--- src/rtl/sv8000_pkg.sv ---
// Shared constants for the Super Vision 8000 keypad stage: button indices,
// the scancode alias table and where each button sits in the key matrix.
package sv8000_pkg;

  localparam int NUM_BTNS = 24;
  localparam int NUM_SIDE = 12;
  localparam int NUM_KEYS = 36;

  // Per side: digits 1..9, then 0, * (A) and # (H).
  typedef enum logic [4:0] {
    BTN_L1, BTN_L2, BTN_L3, BTN_L4, BTN_L5, BTN_L6,
    BTN_L7, BTN_L8, BTN_L9, BTN_L0, BTN_LA, BTN_LH,
    BTN_R1, BTN_R2, BTN_R3, BTN_R4, BTN_R5, BTN_R6,
    BTN_R7, BTN_R8, BTN_R9, BTN_R0, BTN_RA, BTN_RH
  } button_e;

  // One entry per physical PS/2 key; bit 8 marks an E0-prefixed code.
  localparam logic [8:0] KEY_CODE [NUM_KEYS] = '{
    9'h016, 9'h01E, 9'h026,
    9'h015, 9'h025, 9'h01D, 9'h02E, 9'h024, 9'h036,
    9'h01C, 9'h03D, 9'h01B, 9'h03E, 9'h023, 9'h046,
    9'h022, 9'h045, 9'h01A, 9'h04E, 9'h021, 9'h055,
    9'h069, 9'h072, 9'h07A, 9'h06B, 9'h073, 9'h074,
    9'h06C, 9'h075, 9'h07D, 9'h070,
    9'h07C, 9'h071, 9'h07B, 9'h05A, 9'h15A
  };

  localparam button_e KEY_BTN [NUM_KEYS] = '{
    BTN_L1, BTN_L2, BTN_L3,
    BTN_L4, BTN_L4, BTN_L5, BTN_L5, BTN_L6, BTN_L6,
    BTN_L7, BTN_L7, BTN_L8, BTN_L8, BTN_L9, BTN_L9,
    BTN_L0, BTN_L0, BTN_LA, BTN_LA, BTN_LH, BTN_LH,
    BTN_R1, BTN_R2, BTN_R3, BTN_R4, BTN_R5, BTN_R6,
    BTN_R7, BTN_R8, BTN_R9, BTN_R0,
    BTN_RA, BTN_RA, BTN_RH, BTN_RH, BTN_RH
  };

  // Matrix row and bit (MSB = 7) of each button, in button_e order.
  localparam logic [1:0] BTN_ROW [NUM_BTNS] = '{
    2'd0, 2'd1, 2'd2, 2'd0, 2'd1, 2'd2, 2'd0, 2'd1, 2'd2, 2'd1, 2'd0, 2'd2,
    2'd0, 2'd1, 2'd2, 2'd0, 2'd1, 2'd2, 2'd0, 2'd1, 2'd2, 2'd1, 2'd0, 2'd2
  };

  localparam logic [2:0] BTN_BIT [NUM_BTNS] = '{
    3'd7, 3'd7, 3'd7, 3'd6, 3'd6, 3'd6, 3'd5, 3'd5, 3'd5, 3'd4, 3'd4, 3'd4,
    3'd3, 3'd3, 3'd3, 3'd2, 3'd2, 3'd2, 3'd1, 3'd1, 3'd1, 3'd0, 3'd0, 3'd0
  };

  // Position inside the 24-bit {row2,row1,row0} matrix word.
  function automatic logic [4:0] btn_pos(input logic [4:0] b);
    return {BTN_ROW[b], BTN_BIT[b]};
  endfunction

  // Joystick word to per-side button presses, in button_e side order.
  function automatic logic [NUM_SIDE-1:0] joy_keys(input logic [17:0] joy);
    logic [NUM_SIDE-1:0] keys;
    for (int d = 0; d < 9; d++) keys[d] = joy[6+d];
    keys[9]  = joy[15];
    keys[10] = joy[4] | joy[16];
    keys[11] = joy[5] | joy[17];
    return keys;
  endfunction

endpackage

--- src/rtl/sv8000_key_latch.sv ---
// PS/2 event decoder: toggle edge detect, per-physical-key held flags and
// the registered active-low keyboard-only matrix.
module sv8000_key_latch
  import sv8000_pkg::*;
#(
  parameter bit EXT_NUMPAD = 1'b1
) (
  input  logic        clk_3m58,
  input  logic        reset,
  input  logic [10:0] ps2_key,
  output logic [23:0] key_state
);

  logic                tog_q;
  logic                key_event;
  logic [NUM_KEYS-1:0] held;
  logic [NUM_KEYS-1:0] held_next;
  logic [NUM_BTNS-1:0] btn_down;
  logic [23:0]         key_state_next;

  assign key_event = ps2_key[10] ^ tog_q;

  // NOTE: every always_comb output gets a default first so no path leaves it unassigned (no latch).
  always_comb begin
    held_next = held;
    if (key_event) begin
      for (int i = 0; i < NUM_KEYS; i++) begin
        // E0 codes only match when they are explicitly in the table and enabled.
        if (ps2_key[8:0] == KEY_CODE[i] && (!KEY_CODE[i][8] || EXT_NUMPAD))
          held_next[i] = ps2_key[9];
      end
    end
  end

  always_comb begin
    btn_down = '0;
    for (int i = 0; i < NUM_KEYS; i++)
      if (held_next[i]) btn_down[KEY_BTN[i]] = 1'b1;
    key_state_next = '1;
    for (int b = 0; b < NUM_BTNS; b++)
      key_state_next[btn_pos(5'(b))] = ~btn_down[b];
  end

  // NOTE: sequential state uses non-blocking assignments so all registers update together.
  always_ff @(posedge clk_3m58) begin
    tog_q <= ps2_key[10];
    if (reset) begin
      held      <= '0;
      key_state <= '1;
    end else begin
      held      <= held_next;
      key_state <= key_state_next;
    end
  end

endmodule

--- src/rtl/sv8000_keypad.sv ---
// Keypad/joystick input stage: merges joystick buttons into the key matrix
// and answers the PPI column select with registered port A/B bytes.
module sv8000_keypad
  import sv8000_pkg::*;
#(
  parameter bit EXT_NUMPAD = 1'b1
) (
  input  logic        clk_3m58,
  input  logic        reset,
  input  logic [10:0] ps2_key,
  input  logic [31:0] joy0,
  input  logic [31:0] joy1,
  input  logic [2:0]  key_column,
  output logic [7:0]  keydata,
  output logic [7:0]  joydata,
  output logic [23:0] key_state
);

  logic [NUM_SIDE-1:0] joy_left;
  logic [NUM_SIDE-1:0] joy_right;
  logic [23:0]         merged;
  logic [7:0]          keydata_next;
  logic [7:0]          joydata_next;
  logic                unused_joy;

  sv8000_key_latch #(
    .EXT_NUMPAD(EXT_NUMPAD)
  ) u_key_latch (
    .clk_3m58  (clk_3m58),
    .reset     (reset),
    .ps2_key   (ps2_key),
    .key_state (key_state)
  );

  // joy1 drives the left controller, joy0 the right.
  assign joy_left   = joy_keys(joy1[17:0]);
  assign joy_right  = joy_keys(joy0[17:0]);
  assign unused_joy = ^{joy0[31:18], joy1[31:18]};

  always_comb begin
    merged = key_state;
    for (int k = 0; k < NUM_SIDE; k++) begin
      if (joy_left[k])  merged[btn_pos(5'(k))]            = 1'b0;
      if (joy_right[k]) merged[btn_pos(5'(k + NUM_SIDE))] = 1'b0;
    end
    keydata_next = '1;
    for (int r = 0; r < 3; r++)
      if (!key_column[r]) keydata_next &= merged[r*8 +: 8];
    joydata_next = ~{joy1[0], joy1[1], joy1[2], joy1[3],
                     joy0[0], joy0[1], joy0[2], joy0[3]};
  end

  always_ff @(posedge clk_3m58) begin
    if (reset) begin
      keydata <= '1;
      joydata <= '1;
    end else begin
      keydata <= keydata_next;
      joydata <= joydata_next;
    end
  end

endmodule

--- config.mk ---
export PLATFORM = sky130hd
export DESIGN_NAME = sv8000_keypad
export DESIGN_NICKNAME = d
export VERILOG_FILES = /design/src/rtl/sv8000_pkg.sv /design/src/rtl/sv8000_key_latch.sv /design/src/rtl/sv8000_keypad.sv
export SDC_FILE = /design/constraint.sdc
export NUM_CORES = 1
export LEC_CHECK = 0
export ABC_AREA = 1
export ABC_CLOCK_PERIOD_IN_PS = 2200
export CORE_MARGIN = 2
export CORE_UTILIZATION = 45
export CTS_CLUSTER_DIAMETER = 120
export DETAILED_ROUTE_END_ITERATION = 10
export PLACE_DENSITY = 0.81
export SLEW_MARGIN = 20
export SYNTH_ARGS = -nofsm -noshare
export SYNTH_HDL_FRONTEND = slang
export SYNTH_HIERARCHICAL = 1
export SYNTH_SLANG_ARGS = --single-unit
--- constraint.sdc ---
create_clock -name clk_3m58 -period 2.2 [get_ports clk_3m58]
set_input_delay 0.22 -clock clk_3m58 [delete_from_list [all_inputs] [get_ports clk_3m58]]
set_output_delay 0.22 -clock clk_3m58 [all_outputs]
set_load 0.05 [all_outputs]
==> flow_summary_export.csv, run 1 <==
group,metric,value,unit
timing,final-hold-violation-count,0,
critical_path,path_class,"reg -> out",
placement,dpl.hpwl,6450,um
yosys,syn_avg_cell_area,7.24,sq um
run,drv_cap,0,
cts,cts-root-buf,"clkbuf_8",
placement,portBuffers,91,
critical_path,cp_slowest_stage_delay,0.84,ns
floorplanning,die_height,89.9,um
critical_path,timing.rr.end,"u_key_latch/key_state[0]",
timing,fin_crit_sh,82.9,%
critical_path,arrival,1.60,ns
route,antenna_left,0,
cts,h-tree-depth,3,
grt,antenna_found_initial,0,
grt,grt_pass1_wl,13900,um
yosys,ys_seq_area_share,46.5,%
power_and_ir_drop,leakage,2.24,nW
grt,grt_max_degree,28,
route,detail_route.first_pass.iterations,4,
grt,grt.overflow.total,0,
grt,grt_usage,21.8,%
critical_path,path_cells,"clkdlybuf4s50_1",
timing,finalClockSkew,0.0120,ns
cts,clkTransAtPathRegs,0.08,ns
cts,cts.hold.buffers_added,0,
critical_path,required,1.98,ns
timing,tns,0,ns
power_and_ir_drop,power.share.combinational,12.8,%
floorplanning,dieWidth,89.9,um
cts,cts_setup_buffers,0,
floorplanning,dieArea,0.00807,sq mm
critical_path,r2r_slack,0.79,ns
timing,min_period,1.82,ns
power_and_ir_drop,total_power,2.84,mW
power_and_ir_drop,p_per_area,631,mW/mm^2
critical_path,rr_worst_depth,9,
floorplanning,core,0.00718,sq mm
power_and_ir_drop,power.internal,2.12,mW
route,drt_iter0_markers,208,
critical_path,critPathTopFamily,"buffers and inverters",
yosys,netlist_instances,458,
timing,setup_viol,0,
critical_path,cp.depth,1,
cts,cts_tree,"done",
cts,clk_latency,0.35,ns
layout,fin_nets,634,
floorplanning,start_util,46.2,%
yosys,syn_area,0.00332,sq mm
power_and_ir_drop,pwr-share-clk,37.2,%
yosys,synth_seq_cells,77,
cts,ctsResizeCount,0,
critical_path,critPathLaunch,"u_key_latch/key_state[8]",
placement,place.gp.congestion,0.862,
route,routed_wl,8410,um
layout,drive_above_1_share,10.8,%
layout,antennaDiodeCount,0,
yosys,syn-num-nets,538,
critical_path,cp-start-kind,"register",
grt,first_global_vias,2948,
timing,hold_slack,0.347,ns
route,wl_per_cell,12.8,um
critical_path,cp_max_fo,2,
timing,max_freq,548,MHz
timing,slew_headroom,61.9,%
min_path,hp-class,"in -> reg",
placement,pre_cts_ws,0.268,ns
layout,final_common_cell,"nand2_1",
critical_path,critPathBufInv,1,
cts,clock_path_buffers,2,
route,vias,3121,
route,vias_per_cell,4.75,
power_and_ir_drop,p_sw,0.722,mW
yosys,ys_types,23,
power_and_ir_drop,p_seq_share,50.1,%
critical_path,worstSetupEndpoint,"key_state[8]",
floorplanning,fp-row-count,31,
route,drc,0,
timing,rsz0062_at_grt,"false",
critical_path,timing.rr.start,"u_key_latch/tog_q",
layout,post-route-util,62.7,%
yosys,ys_warn_count,6,
layout,mostFrequentLayoutCells,"nand2_1 (100), inv_1 (94), clkdlybuf4s50_1 (91)",
critical_path,crit_slowest_cell,"clkdlybuf4s50_1",
power_and_ir_drop,peakVddDrop,0.000308,V
floorplanning,ios,120,
timing,maxSlewViolCount,0,
cts,cts-buffers-inserted,9,
layout,fill_cells,601,
timing,worstMarginPinSlew,0.569,ns
cts,cts.sinks,77,
layout,area_growth_syn_to_layout,35.6,%
power_and_ir_drop,switching_share,25.4,%
critical_path,crit_path_end_kind,"primary output",
timing,setup_ws,0.375,ns
status,outcome,"completed",
layer usage:
metal / share of wire [%] / GRT usage (%) / vias to the layer above
li1: - / - / 1578
met1: 42 / 25.9 / 1375
met2: 46 / 35.7 / 148
met3: 9.2 / 7.12 / 20
met4: 2.8 / 10.3 / 0
met5: 0 / 0 / -
logic make-up after synthesis:
group,Yosys count,share of synthesized area [%]
AOI/OAI and AO/OA,43,7.02
and+or+nand+nor,223,32.2
DFF,77,46.5
buffers and inverters,115,14.3
Yosys cell counts:
| cell | count | area share, % |
|---|---|---|
| inv_2 | 10 | 1.1 |
| clkinv_1 | 1 | 0.11 |
| nand4_1 | 1 | 0.19 |
| inv_1 | 94 | 11 |
| buf_2 | 5 | 0.75 |
| nand3_2 | 4 | 1.2 |
| a21oi_1 | 13 | 2.0 |
| nand3_1 | 54 | 8.1 |
| nor2_2 | 10 | 1.9 |
| dfxtp_1 | 77 | 46 |
| nand2_1 | 100 | 11 |
| o21ai_1 | 2 | 0.30 |
| nor2_1 | 37 | 4.2 |
| nand2_2 | 4 | 0.75 |
| a31oi_1 | 2 | 0.38 |
| nand3_4 | 1 | 0.53 |
| nor3_1 | 2 | 0.30 |
| o211ai_2 | 2 | 0.75 |
| nor2_4 | 7 | 2.4 |
| o21ai_0 | 24 | 3.6 |
| buf_6 | 5 | 1.7 |
| nand2_4 | 2 | 0.68 |
| nand2_8 | 1 | 0.60 |
through the flow:
| stage | cells | instance area [sq um] |
|---|---|---|
| 2_1_floorplan | 458 | 3320 |
| 3_3_place_gp | 642 | 4300 |
| 3_5_place_dp | 642 | 4300 |
| 4_1_cts | 657 | 4500 |
| 5_1_grt | 657 | 4500 |
| 6_report | 657 | 4500 |
layout make-up:
| cell class | count | area, sq um | area share [%] |
|---|---|---|---|
| Multi-Input combinational cell | 266 | 1300 | 28.9 |
| Timing Repair Buffer | 95 | 941 | 20.9 |
| Inverter | 105 | 394 | 8.76 |
| Tap cell | 99 | 124 | 2.75 |
| Clock buffer | 10 | 138 | 3.06 |
| Clock inverter | 5 | 58.8 | 1.31 |
| Sequential cell | 77 | 1540 | 34.3 |
power by group through the flow:
| stage | sequential [mW] | combinational (mW) | clock (mW) |
|---|---|---|---|
| 5_1_grt | 1.42 | 0.390 | 1.14 |
| 3_5_place_dp | 1.45 | 0.362 | 0 |
| 4_1_cts | 1.42 | 0.363 | 1.07 |
| 6_report | 1.42 | 0.363 | 1.05 |
| 3_3_place_gp | 1.45 | 0.356 | 0 |
| 2_1_floorplan | 1.53 | 0.125 | 0 |
sequential cells by signal (all words and copies together), names as in the netlist:
signal                 count
u_key_latch/tog_q          1
u_key_latch/key_state     24
joydata                    8
u_key_latch/held          36
keydata                    8
worst register-to-register path, cell delays in order (launching register included):
cell and delay [ns]:
dfxtp_1 0.34, inv_1 0.07, nand2_4 0.10, nand2_8 0.10, nor2_1 0.30, nand2_1 0.10
nand2_1 0.07, nand3_1 0.08, nand2_1 0.11, inv_1 0.04
worst min path at each step:
| stage | from | to | slack [ns] | depth (start not counted) |
|---|---|---|---|---|
| after floorplan | ps2_key[10] | u_key_latch/tog_q | 0.25 | 0 |
| after global placement | u_key_latch/held[23] | u_key_latch/key_state[19] | 0.47 | 3 |
| after detailed placement | u_key_latch/held[23] | u_key_latch/key_state[19] | 0.48 | 3 |
| after CTS | joy1[0] | joydata[7] | 0.33 | 2 |
| after global routing | joy1[0] | joydata[7] | 0.34 | 2 |
| final | joy1[0] | joydata[7] | 0.35 | 2 |
Power figures use the tool's default switching activity.
==> run 2, diff against run 1 <==
--- a/config.mk
+++ b/config.mk
@@ -6,7 +6,7 @@
 export NUM_CORES = 1
 export LEC_CHECK = 0
 export ABC_AREA = 1
-export ABC_CLOCK_PERIOD_IN_PS = 2200
+export ABC_CLOCK_PERIOD_IN_PS = 1800
 export CORE_MARGIN = 2
 export CORE_UTILIZATION = 45
 export CTS_CLUSTER_DIAMETER = 120
==> constraint.sdc (replaced) <==
create_clock -name clk_3m58 -period 1.8 [get_ports clk_3m58]
set_input_delay 0.18 -clock clk_3m58 [delete_from_list [all_inputs] [get_ports clk_3m58]]
set_output_delay 0.18 -clock clk_3m58 [all_outputs]
set_load 0.05 [all_outputs]
==> run 2 against run 1 <==
Sequential cell count is the same; non-clock buffer count grew 1; critical path depth is the same; count of clock-buffer cells in the layout grew 1; first-iteration DRC count grew 3.4%; worst setup slack lost 0.27 ns; highest routed layer unchanged.
==> flow_summary_export.csv, run 2 (synthesis results as in run 1) <==
group,metric,value,unit
status,outcome,"completed",
layout,final_common_cell,"nand2_1",
floorplanning,dieWidth,89.9,um
cts,ctsResizeCount,0,
grt,grt_pass1_wl,13200,um
layout,antennaDiodeCount,0,
route,drc,0,
cts,cts-root-buf,"clkbuf_8",
route,vias_per_cell,4.70,
grt,met3_usage,6.37,%
grt,first_global_vias,2814,
layout,reg.largest.list,"u_key_latch/held: 36 flops, u_key_latch/key_state: 24 flops",
critical_path,required,1.62,ns
route,wl_per_cell,12.6,um
placement,portBuffers,91,
floorplanning,die_height,89.9,um
layout,drive_above_1_share,10.7,%
layout,top_register,"u_key_latch/held",
route,antenna_left,0,
layout,largest_reg_flops,36,
critical_path,path_class,"reg -> out",
critical_path,critPathTopFamily,"buffers and inverters",
critical_path,cp_slowest_stage_delay,0.81,ns
cts,clkTransAtPathRegs,0.07,ns
floorplanning,ios,120,
cts,cts.hold.buffers_added,0,
placement,dpl.hpwl,6330,um
cts,cts_setup_buffers,0,
critical_path,cp_max_fo,2,
cts,clock_path_buffers,2,
grt,grt_usage,20.4,%
timing,slew_headroom,65.0,%
timing,worstMarginPinSlew,0.523,ns
route,drt_iter0_markers,215,
power_and_ir_drop,total_power,3.59,mW
power_and_ir_drop,peakVddDrop,0.000302,V
layout,fill_cells,611,
timing,max_freq,589,MHz
cts,h-tree-depth,3,
grt,top_usage_layer,"met2",
grt,grt.overflow.total,0,
critical_path,crit_slowest_cell,"clkdlybuf4s50_1",
timing,rsz0062_at_grt,"false",
critical_path,critPathBufInv,1,
floorplanning,start_util,46.2,%
floorplanning,core,0.00718,sq mm
timing,final-hold-violation-count,0,
grt,grtUsageMet2,33.8,%
timing,finalClockSkew,0.00876,ns
layout,area_growth_syn_to_layout,37.1,%
route,detail_route.first_pass.iterations,5,
floorplanning,fp-row-count,31,
placement,place.gp.congestion,0.858,
cts,cts.sinks,77,
critical_path,crit_path_end_kind,"primary output",
layout,mostFrequentLayoutCells,"nand2_1 (100), inv_1 (94), clkdlybuf4s50_1 (91)",
critical_path,cp-start-kind,"register",
timing,setup_viol,0,
grt,antenna_found_initial,0,
cts,cts-buffers-inserted,9,
cts,cts_tree,"done",
timing,maxSlewViolCount,0,
critical_path,path_cells,"clkdlybuf4s50_1",
route,routed_wl,8290,um
timing,tns,0,ns
power_and_ir_drop,leakage,2.26,nW
critical_path,arrival,1.52,ns
run,drv_cap,0,
grt,grt_max_degree,37,
grt,grtUsageMet1,24.5,%
timing,min_period,1.70,ns
floorplanning,dieArea,0.00807,sq mm
min_path,hp-class,"in -> reg",
layout,fin_nets,635,
route,vias,3091,
timing,fin_crit_sh,94.3,%
cts,clk_latency,0.34,ns
power_and_ir_drop,p_per_area,789,mW/mm^2
## run 2: cell types whose count changed in the layout (fill, tap and decap cells not counted)
cell        change
buf_12          +2
bufinv_16       +1
buf_4           -1
clkinvlp_4      -1
inv_6           -1
clkbuf_1        +1
## run 2: routing by layer
metal  vias to the layer above  part of all wire, %
met5                         -                    0
met1                      1362                   43
met2                       135                   46
li1                       1576                    -
met4                         0                  2.5
met3                        18                  8.3
## run 2: metrics by stage
step	util (%)	cell area (sq um)	cells	worst slack (ns)	hold WS, ns
final	63.4	4550	658	0.102	0.323
after global routing	63.4	4550	658	0.0480	0.325
after CTS	63.4	4550	658	0.0906	0.313
after detailed placement	60.4	4330	643	-0.0336	0.478
after global placement	60.4	4330	643	0.0841	0.466
after floorplan	-	3320	458	0.593	0.208
## run 2: final timing paths
check                              end                     start  cells after the start  slack, ns
max                       key_state[8]  u_key_latch/key_state[8]                      1       0.10
min reg2reg       u_key_latch/held[25]      u_key_latch/held[25]                      2       0.50
min                         joydata[5]                   joy1[2]                      2       0.32
max reg2reg  u_key_latch/key_state[20]         u_key_latch/tog_q                      9       0.39
## run 2: report_power, final
group	internal (mW)	switching, mW
logic	0.190	0.259
clock network	0.809	0.591
registers	1.73	0.00701
## run 2: area by class of cell
class                   instances  area [sq um]  area share, %
multi-input cells             266          1300           28.6
flip-flops and latches         77          1540           33.9
repair buffers                 96           973           21.4
inverters                     105           394           8.67
clock buffers                  11           141           3.11
well taps                      99           124           2.72
clock inverters                 4          72.6           1.60
==> run 3, diff against run 2 <==
--- a/config.mk
+++ b/config.mk
@@ -10,6 +10,7 @@
 export CORE_MARGIN = 2
 export CORE_UTILIZATION = 45
 export CTS_CLUSTER_DIAMETER = 120
+export CTS_CLUSTER_SIZE = 12
 export DETAILED_ROUTE_END_ITERATION = 10
 export PLACE_DENSITY = 0.81
 export SLEW_MARGIN = 20
==> results of run 3 <==
No change in the layout: final DEF, timing and power equal those of run 2.
